### src/rtl/md_if.sv
// Request/response bundle between the EX stage and the multiply/divide unit.
interface md_if #(
  parameter int WIDTH = 32
);
  logic             start;
  logic [2:0]       op;
  logic [WIDTH-1:0] A;
  logic [WIDTH-1:0] B;
  logic             Busy;
  logic             done;
  logic [WIDTH-1:0] HI;
  logic [WIDTH-1:0] LO;

  modport master (
    output start, op, A, B,
    input  Busy, done, HI, LO
  );

  modport slave (
    input  start, op, A, B,
    output Busy, done, HI, LO
  );
endinterface

### src/rtl/md_unit_param.sv
// Parametrised multiply/divide unit with HI/LO registers for the EX stage.
// Define MD_MADD_EN to enable op 7 (signed multiply-accumulate into {HI,LO}).
module md_unit_param #(
  parameter int WIDTH   = 32,
  parameter int MUL_LAT = 5
) (
  input  logic clk,
  input  logic reset,
  md_if.slave  bus
);

  localparam int PW      = 2 * WIDTH;
  localparam int CNT_MAX = (WIDTH > MUL_LAT) ? WIDTH : MUL_LAT;
  localparam int CNT_W   = $clog2(CNT_MAX + 1);

  typedef enum logic [1:0] {
    IDLE,
    MUL,
    DIV_ITER,
    DIV_FIX
  } state_e;

  typedef enum logic [2:0] {
    OP_NOP   = 3'd0,
    OP_MULT  = 3'd1,
    OP_MULTU = 3'd2,
    OP_DIV   = 3'd3,
    OP_DIVU  = 3'd4,
    OP_MTHI  = 3'd5,
    OP_MTLO  = 3'd6,
    OP_MADD  = 3'd7
  } op_e;

  state_e           state;
  logic [CNT_W-1:0] cnt;
  logic [PW-1:0]    prod;
  logic             is_madd;
  logic [WIDTH-1:0] dvd;
  logic [WIDTH-1:0] dvs;
  logic [WIDTH-1:0] rem;
  logic             neg_q;
  logic             neg_r;
  logic [WIDTH-1:0] hi_q;
  logic [WIDTH-1:0] lo_q;
  logic             busy_q;
  logic             done_q;

  op_e  op;
  logic madd_req;
  logic mul_req;
  logic div_req;

  assign op = op_e'(bus.op);

`ifdef MD_MADD_EN
  assign madd_req = (op == OP_MADD);
`else
  assign madd_req = 1'b0;
`endif

  assign mul_req = (op == OP_MULT) || (op == OP_MULTU) || madd_req;
  assign div_req = (op == OP_DIV) || (op == OP_DIVU);

  logic             sign_mul;
  logic [PW-1:0]    a_ext;
  logic [PW-1:0]    b_ext;
  logic [PW-1:0]    product;
  logic             a_neg;
  logic             b_neg;
  logic [WIDTH-1:0] a_mag;
  logic [WIDTH-1:0] b_mag;
  logic [WIDTH:0]   shifted;
  logic [WIDTH-1:0] trial;
  logic             take;

  // Sign-extending both operands to 2*WIDTH lets one unsigned multiplier
  // serve mult, multu and madd; the low 2*WIDTH bits are exact in all cases.
  always_comb begin
    sign_mul = (op == OP_MULT) || madd_req;
    a_ext    = {{WIDTH{sign_mul & bus.A[WIDTH-1]}}, bus.A};
    b_ext    = {{WIDTH{sign_mul & bus.B[WIDTH-1]}}, bus.B};
    product  = a_ext * b_ext;

    a_neg = (op == OP_DIV) && bus.A[WIDTH-1];
    b_neg = (op == OP_DIV) && bus.B[WIDTH-1];
    a_mag = a_neg ? -bus.A : bus.A;
    b_mag = b_neg ? -bus.B : bus.B;

    // Restoring step: the quotient shifts into dvd as the dividend shifts out.
    shifted = {rem, dvd[WIDTH-1]};
    take    = (shifted >= {1'b0, dvs});
    trial   = shifted[WIDTH-1:0] - dvs;
  end

  // NOTE: the reset is synchronous, so it sits inside the clocked branch and
  // is not in the sensitivity list; every state register uses <= so all of
  // them update from the same pre-edge values.
  always_ff @(posedge clk) begin
    if (!reset) begin
      state   <= IDLE;
      cnt     <= '0;
      prod    <= '0;
      is_madd <= 1'b0;
      dvd     <= '0;
      dvs     <= '0;
      rem     <= '0;
      neg_q   <= 1'b0;
      neg_r   <= 1'b0;
      hi_q    <= '0;
      lo_q    <= '0;
      busy_q  <= 1'b0;
      done_q  <= 1'b0;
    end else begin
      done_q <= 1'b0;
      unique case (state)
        IDLE: begin
          if (bus.start) begin
            if (mul_req) begin
              prod    <= product;
              is_madd <= madd_req;
              cnt     <= CNT_W'(MUL_LAT - 1);
              busy_q  <= 1'b1;
              state   <= MUL;
            end else if (div_req) begin
              dvd   <= a_mag;
              dvs   <= b_mag;
              rem   <= '0;
              // With B=0 the raw quotient is all ones and the remainder is |A|;
              // suppressing the quotient sign yields LO=~0 and HI=A directly.
              neg_q <= (a_neg ^ b_neg) && (bus.B != '0);
              neg_r <= a_neg;
              cnt    <= CNT_W'(WIDTH - 1);
              busy_q <= 1'b1;
              state  <= DIV_ITER;
            end else if (op == OP_MTHI) begin
              hi_q <= bus.A;
            end else if (op == OP_MTLO) begin
              lo_q <= bus.A;
            end
          end
        end

        MUL: begin
          if (cnt == '0) begin
            {hi_q, lo_q} <= is_madd ? ({hi_q, lo_q} + prod) : prod;
            busy_q <= 1'b0;
            done_q <= 1'b1;
            state  <= IDLE;
          end else begin
            cnt <= cnt - CNT_W'(1);
          end
        end

        DIV_ITER: begin
          rem <= take ? trial : shifted[WIDTH-1:0];
          dvd <= {dvd[WIDTH-2:0], take};
          if (cnt == '0) begin
            cnt   <= CNT_W'(1);
            state <= DIV_FIX;
          end else begin
            cnt <= cnt - CNT_W'(1);
          end
        end

        // First cycle applies the signs, second commits, keeping the
        // negation adders off the HI/LO write path.
        DIV_FIX: begin
          if (cnt != '0) begin
            if (neg_q) dvd <= -dvd;
            if (neg_r) rem <= -rem;
            cnt <= '0;
          end else begin
            lo_q   <= dvd;
            hi_q   <= rem;
            busy_q <= 1'b0;
            done_q <= 1'b1;
            state  <= IDLE;
          end
        end

        default: state <= IDLE;
      endcase
    end
  end

  assign bus.Busy = busy_q;
  assign bus.done = done_q;
  assign bus.HI   = hi_q;
  assign bus.LO   = lo_q;

endmodule
### src/flat_wrapper.sv
// flat-port wrapper written by rule: the top's interface ports become plain ports
module md_unit_param_flat 
#(
  parameter int WIDTH   = 32,
  parameter int MUL_LAT = 5
)
  (clk, reset, bus_start, bus_op, bus_A, bus_B, bus_Busy, bus_done, bus_HI, bus_LO);
  md_if #(.WIDTH(WIDTH)) bus_i ();
  input  logic clk;
  input  logic reset;
  input wire logic [$bits(bus_i.start)-1:0] bus_start;
  input wire logic [$bits(bus_i.op)-1:0] bus_op;
  input wire logic [$bits(bus_i.A)-1:0] bus_A;
  input wire logic [$bits(bus_i.B)-1:0] bus_B;
  output wire logic [$bits(bus_i.Busy)-1:0] bus_Busy;
  output wire logic [$bits(bus_i.done)-1:0] bus_done;
  output wire logic [$bits(bus_i.HI)-1:0] bus_HI;
  output wire logic [$bits(bus_i.LO)-1:0] bus_LO;
  assign bus_i.start = bus_start;
  assign bus_i.op = bus_op;
  assign bus_i.A = bus_A;
  assign bus_i.B = bus_B;
  assign bus_Busy = bus_i.Busy;
  assign bus_done = bus_i.done;
  assign bus_HI = bus_i.HI;
  assign bus_LO = bus_i.LO;
  md_unit_param #(.WIDTH(WIDTH), .MUL_LAT(MUL_LAT)) u_core (.clk(clk), .reset(reset), .bus(bus_i));
endmodule
### config.mk
export PLATFORM = sky130hd
export DESIGN_NAME = md_unit_param_flat
export DESIGN_NICKNAME = d
export VERILOG_FILES = /design/src/rtl/md_if.sv /design/src/rtl/md_unit_param.sv /design/src/flat_wrapper.sv
export SDC_FILE = /design/constraint.sdc
export NUM_CORES = 2
export LEC_CHECK = 0
export ABC_CLOCK_PERIOD_IN_PS = 12970
export CAP_MARGIN = 20
export CORE_MARGIN = 2
export CORE_UTILIZATION = 65
export CTS_BUF_LIST = sky130_fd_sc_hd__clkbuf_8 sky130_fd_sc_hd__clkbuf_16
export CTS_CLUSTER_DIAMETER = 200
export DETAILED_ROUTE_END_ITERATION = 10
export PLACE_DENSITY = 0.91
export SKIP_CTS_REPAIR_TIMING = 1
export SLEW_MARGIN = 40
export SYNTH_ARGS = -nofsm -noshare
export SYNTH_HDL_FRONTEND = slang
export SYNTH_SLANG_ARGS = --single-unit
### constraint.sdc
create_clock -name clk -period 12.97 [get_ports clk]
set_clock_uncertainty 0.15 [all_clocks]
set_input_delay 1.297 -clock clk [delete_from_list [all_inputs] [get_ports clk]]
set_output_delay 1.297 -clock clk [all_outputs]
set_load 0.01 [all_outputs]
* Yosys cells after proc, flatten, opt, wreduce, memory -nomap -nowiden
Index checks and enable logic that the tools add are counted.
** Word-level totals
- Memory bits (read-only) :: 0
- Output and inout bits :: 66
- Flip-flop bits (word level) :: 236
- Input bits :: 70
- Bits in latches :: 0
- RAM bits :: 0
- Memories kept :: 0
- Word-level logic and storage cells :: 121
** Cells by class
- Add/sub/neg operators :: 6
- Equal/unequal tests :: 24
- $mul :: 1
- Order comparisons :: 1
- Bitwise operators :: 4
- Div/mod/pow operators :: 0
- Shifts and indexed selects :: 0
- Reductions and logical operators :: 20
- Multiplexer cells :: 53
** Operators with widths (number)
- two-way mux 32 bit :: 26
- one-hot mux 32 bit (3 select lines) :: 4
- negator 32 bit :: 4
- multiplier 33 x 33 -> 64 bit :: 1
- two-way mux 6 bit :: 6
- >= comparator 33 x 32 -> 1 bit :: 1
- nonzero test 32 bit :: 1
- subtractor 32 bit :: 1
- one-hot mux 6 bit (4 select lines) :: 1
- inequality test 2 x 1 -> 1 bit (second input constant) :: 8
- two-way mux 2 bit :: 6
- inequality test 2 bit (second input constant) :: 6
- AND reduction 6 bit :: 2
- AND reduction 5 bit :: 2
- == test 3 bit (second input constant) :: 3
- one-hot mux 2 bit (4 select lines) :: 1
- AND reduction 4 bit :: 2
- AND reduction 8 bit :: 1
- two-way mux 1 bit :: 7
- AND reduction 7 bit :: 1
- == test 3 x 2 -> 1 bit (second input constant) :: 2
- zero test 6 bit :: 1
- nonzero test 3 bit :: 2
- nonzero test 6 bit :: 1
- other kinds (14) :: 19

* Logic depth before layout (Yosys ltp)
- Depth after elaboration :: 7
- Depth in mapped cells :: 32
- Mapped depth without buffers :: 29

* Worst setup path after synthesis
Ideal clock, no wire load.
- Kind :: input port to flip-flop
- Start :: in bus_op[1]
- End :: reg u_core.prod[62]
- Buffers on the path :: 3
- Setup time :: 0.124 ns
- Data required time :: 12.696 ns
- Stages :: 29
- Path slack :: 3.128 ns
- Arrival :: 9.567 ns
- Path through :: nor3b_1 -> clkbuf_1 -> and2_1 -> clkbuf_1 -> nand2_1 -> inv_1 -> fa_1 -> fa_1 -> fa_1 -> inv_1 -> fa_1 -> inv_1 -> fa_1 -> fa_1 -> inv_1 -> fa_1 -> fa_1 -> inv_1 -> ha_1 -> clkbuf_1 -> nand4_1 -> or3_1 -> a2111oi_0 -> a211oi_1 -> or2_2 -> o311a_1 -> a21oi_1 -> xnor2_1 -> o21ai_1
** Between the ends
- Word-level cells in the longest chain between the ends :: 3
- Elaborated cells between the ends (all ways) :: 7
** RTL lines
- start: declaration :: line flat_wrapper.sv:12 : input wire logic [$bits(bus_i.op)-1:0] bus_op;
- == test 3 x 1 -> 1 bit / == test 3 x 2 -> 1 bit (equally long branches) :: line md_unit_param.sv:61, md_unit_param.sv:79
- bitwise AND 1 bit, or another cell as far along :: line md_unit_param.sv:80 : a_ext = {{WIDTH{sign_mul & bus.A[WIDTH-1]}}, bus.A};
- multiplier 33 x 33 -> 64 bit / AND reduction 3 bit (equally long branches)
- end signal: assignment :: line md_unit_param.sv:119 : prod <= product;
- end: declaration :: line md_unit_param.sv:36 : logic [PW-1:0] prod;
Parallel ways exist; a longest one is shown, timed or not.
A chain may end at the register's enable or synchronous reset.

* Worst setup path after layout
- Start :: in bus_op[0]
- End :: reg u_core.prod[62]
Same word-level chain as after synthesis.

==> results.md <==
Status:
- The run finished with clean final reports.

Drt:
- The number of nets still failing antenna checks after routing is 0.
- The total wire length is 172,000 um.
- After detailed routing, the average wire length per cell comes to 24.0 um.
- The first detailed-routing pass took 8 iterations.
- After detailed routing, the number of vias per cell comes to 6.38.
- The initial detailed-routing violation count is ~5,600.
- The residual DRC count is 0.
- The detailed router placed 45,601 vias in this run.

Worst setup path:
- In this run the register-to-register setup slack is approximately 8500 ps.
- The largest driver fanout on the critical path is 13.
- At the worst endpoint, the required time is 13,240 ps.
- The end of the worst register-to-register path is u_core.rem[28]$_SDFFE_PN0P_.
- The setup path with the least slack is of type input port to flop.
- The length in cells of the worst reg-to-reg path is 15.
- For the worst setup path, the data arrival time is 11,410 ps.
- In this run the critical register-to-register path is launched from u_core.dvd[31]$_SDFFE_PN0P_.
- The endpoint class of the critical path is a flop.
- The startpoint class of the critical path is an input port.

Clock network:
- The maximum buffer depth of the clock tree is 3.
- Buffers inserted during clock tree synthesis total 26.
- The number of clock sinks is 236.
- Clock-pin slew was measured on the worst setup and hold paths at around 70 ps.
- The cell sitting at the root of the clock tree is a sky130_fd_sc_hd__clkbuf_16.
- The H-tree depth reported by CTS is 1.
- TritonCTS built the clock tree.
- At the later pin of the worst-skew pair, clock insertion delay measures 570 ps.

Synth:
- The flip-flop and latch count after synthesis is 236.
- The most used flip-flop cell after synthesis is sky130_fd_sc_hd__dfxtp_1.
- The number of instances in the synthesized netlist is 6,215.
- After synthesis, the share of flip-flops with an asynchronous set or reset is 0%.
- Yosys mapped a number of flops with a built-in enable equal to 0.
- The portion of the post-synthesis area used by sequential elements is 8.97%.
- The number of warning messages in the yosys log is 0.
- The netlist uses between 70 and 80 different library cells.
- The post-synth design cell area is 52,700 um^2.
- The post-synth net total is 7,661.
- A synthesized cell averages 8.48 um^2.

Timing:
- The number of setup violations in the final report is 0.
- Counting I/O delays and the setup requirement, the final critical path takes about 11,000 ps.
- Setup repair after global routing left no endpoint under its margin.
- In the finished design, the share of the clock period the worst path needs comes to 85.9%.
- The peak clock frequency supported by timing is 0.0898 GHz.
- The final count of pins violating max slew is 0.
- Measured against its own limit, the worst slew margin works out to about 37%.
- The number of endpoints with negative hold slack in the final report is 0.
- For the pin with the worst max-slew slack, the measured transition is 947 ps.
- For the final routed database, the setup TNS stands at 0 ps.

Layout:
- The share of layout cells above drive strength 1 is roughly 3.5%.
- Relative to the synthesized area, the layout overhead comes to 5.18%.
- The utilization after layout is approximately 70%.
- In the final design database the tool counted ~7,500 nets.
- After routing the design area is 55,400 um^2.
- Leaving out fill and tap cells, the most frequent cell in the layout is sky130_fd_sc_hd__inv_1.
- The library cells used most frequently in the layout, excluding fill and tap cells, are sky130_fd_sc_hd__inv_1 (1,207), sky130_fd_sc_hd__fa_1 (1,126), sky130_fd_sc_hd__nand2_1 (980), sky130_fd_sc_hd__nor2_1 (328).

Die:
- The die covers 83,400 um^2.
- The floorplan has 104 rows.
- During I/O placement, the number of pins put on the boundary was 136.
- The die height is 289 um.
- The die is 289 um wide.
- The total core area is just over 80,000 um^2.
- The starting utilization of the core area is about two thirds.

Global routing:
- The via count of the first global-routing pass was 48,495.
- The remaining global-route overflow is 0.
- The number of antenna violations at the first check in global routing is 8.
- Entering global routing, the biggest net connects a little under 80 pins.
- The overall track demand over capacity in global routing is 41.9%.
- The first global-routing pass estimated between 200,000 and 300,000 um of wire.

Place:
- The HPWL after detailed placement is around 130,000 um.
- At the end of routability-driven placement, the weighted congestion stood at 1.06.
- The count of buffers added on input and output ports is 135.
- The placed instances occupy a cell area of 54,400 um^2.

Min path:
- The tightest min-delay check is of the flop to flop type.
- The terminating pin of the worst hold path is u_core.dvs[26]$_SDFFE_PN0P_.
- The startpoint identified for the worst hold timing path is u_core.dvs[26]$_SDFFE_PN0P_.
- The depth of the worst hold-timing path is 2.

Run:
- The tool flagged a number of max-cap violations equal to 0.
-- how the worst max path moves through the flow --
stage | start | to | cells after the start
after floorplan | bus_op[1] | u_core.prod[62]$_SDFFE_PN0P_ | 29
after detailed placement | bus_op[0] | u_core.prod[62]$_SDFFE_PN0P_ | 27
final | bus_op[0] | u_core.prod[62]$_SDFFE_PN0P_ | 27
after CTS | bus_op[0] | u_core.prod[62]$_SDFFE_PN0P_ | 27
after global placement | bus_op[0] | u_core.prod[62]$_SDFFE_PN0P_ | 27
after global routing | bus_op[0] | u_core.prod[62]$_SDFFE_PN0P_ | 27
-- Yosys cell counts, drive strengths merged (8+ instances only) --
library cell,n,share of area (%)
xnor2,114,1.9
nor2,329,2.3
nor2b,9,0.11
fa,1126,43
o22ai,15,0.18
buf,75,0.59
o311ai,11,0.18
o211ai,24,0.34
and2,291,3.5
o32a,11,0.21
a21oi,290,2.8
o21ai,142,1.3
ha,250,5.9
o21a,18,0.26
mux2i,87,1.7
nor3,54,0.51
o31ai,19,0.27
a22oi,8,0.11
nand2b,15,0.18
dfxtp,236,9.0
inv,1206,8.6
or4,23,0.37
nand2,980,7.0
nand3,49,0.47
xor2,48,0.80
o21bai,13,0.19
a211oi,129,1.8
and4,9,0.15
o31a,13,0.22
or2,17,0.20
nand4,21,0.25
a21o,50,0.71
nor4,21,0.25
or3,26,0.31
and3,31,0.37
a31oi,16,0.19
clkbuf,350,2.5
-- layout make-up --
class | instances | area [um^2]
tap | 1060 | 1330
fill | 5838 | 25000
clock inverter | 12 | 174
timing repair buffer | 234 | 1990
sequential | 236 | 4730
multi-input combinational | 4348 | 41900
clock buffer | 33 | 758
antenna | 13 | 32.5
inverter | 1206 | 4530
-- worst max-delay path: stages --
cell	delay [ps]
sky130_fd_sc_hd__clkdlybuf4s50_1	570
sky130_fd_sc_hd__nor3b_2	460
sky130_fd_sc_hd__and2_1	800
sky130_fd_sc_hd__nand2_1	210
sky130_fd_sc_hd__inv_1	180
sky130_fd_sc_hd__fa_1	490
sky130_fd_sc_hd__fa_1	640
sky130_fd_sc_hd__fa_1	520
sky130_fd_sc_hd__inv_1	430
sky130_fd_sc_hd__fa_1	500
sky130_fd_sc_hd__inv_1	90
sky130_fd_sc_hd__fa_1	460
sky130_fd_sc_hd__fa_1	570
sky130_fd_sc_hd__inv_1	60
sky130_fd_sc_hd__fa_1	460
sky130_fd_sc_hd__fa_1	490
sky130_fd_sc_hd__inv_1	40
sky130_fd_sc_hd__ha_1	440
sky130_fd_sc_hd__nand4_1	160
sky130_fd_sc_hd__or3_1	410
sky130_fd_sc_hd__a2111oi_1	730
sky130_fd_sc_hd__a211oi_1	180
sky130_fd_sc_hd__or2_2	390
sky130_fd_sc_hd__o311a_1	410
sky130_fd_sc_hd__a21oi_1	190
sky130_fd_sc_hd__xnor2_1	140
sky130_fd_sc_hd__o21ai_1	70
-- flip-flops by register name, indices dropped and copies added (netlist names) --
register	flops
u_core.dvs	32
u_core.dvd	32
u_core.cnt	6
u_core.rem	32
u_core.prod	64
u_core.neg_q	1
u_core.bus.done	1
u_core.bus.HI	32
u_core.bus.Busy	1
u_core.neg_r	1
u_core.state	2
u_core.bus.LO	32
-- routing by layer --
metal	vias up	GRT usage [%]	routed length (um)
li1	18711	-	-
met2	3442	65.7	77500
met5	-	0	12
met4	2	30.0	15300
met3	1028	11.5	22200
met1	22418	50.1	56600
-- per-stage QoR --
stage | hold WS [ps] | std cells | setup slack [ps]
after floorplan | 274 | 6215 | 3130
after global placement | 286 | 7083 | 1410
after detailed placement | 291 | 7083 | 1440
after CTS | 304 | 7128 | 1970
after global routing | 323 | 7130 | 1580
final | 306 | 7142 | 1830
-- cell families after synthesis --
| family | share of synthesized area (%) |
|---|---|
| and+or+nand+nor | 16.3 |
| buffers and inverters | 11.7 |
| adders and majority gates | 48.7 |
| AOI/OAI and AO/OA | 9.94 |
| DFF | 8.97 |
| xor gates and xnor gates | 2.69 |
| muxes | 1.76 |
Power is not shown: default switching activity piles up to over one toggle a cycle in this logic, so the estimate is an artifact.
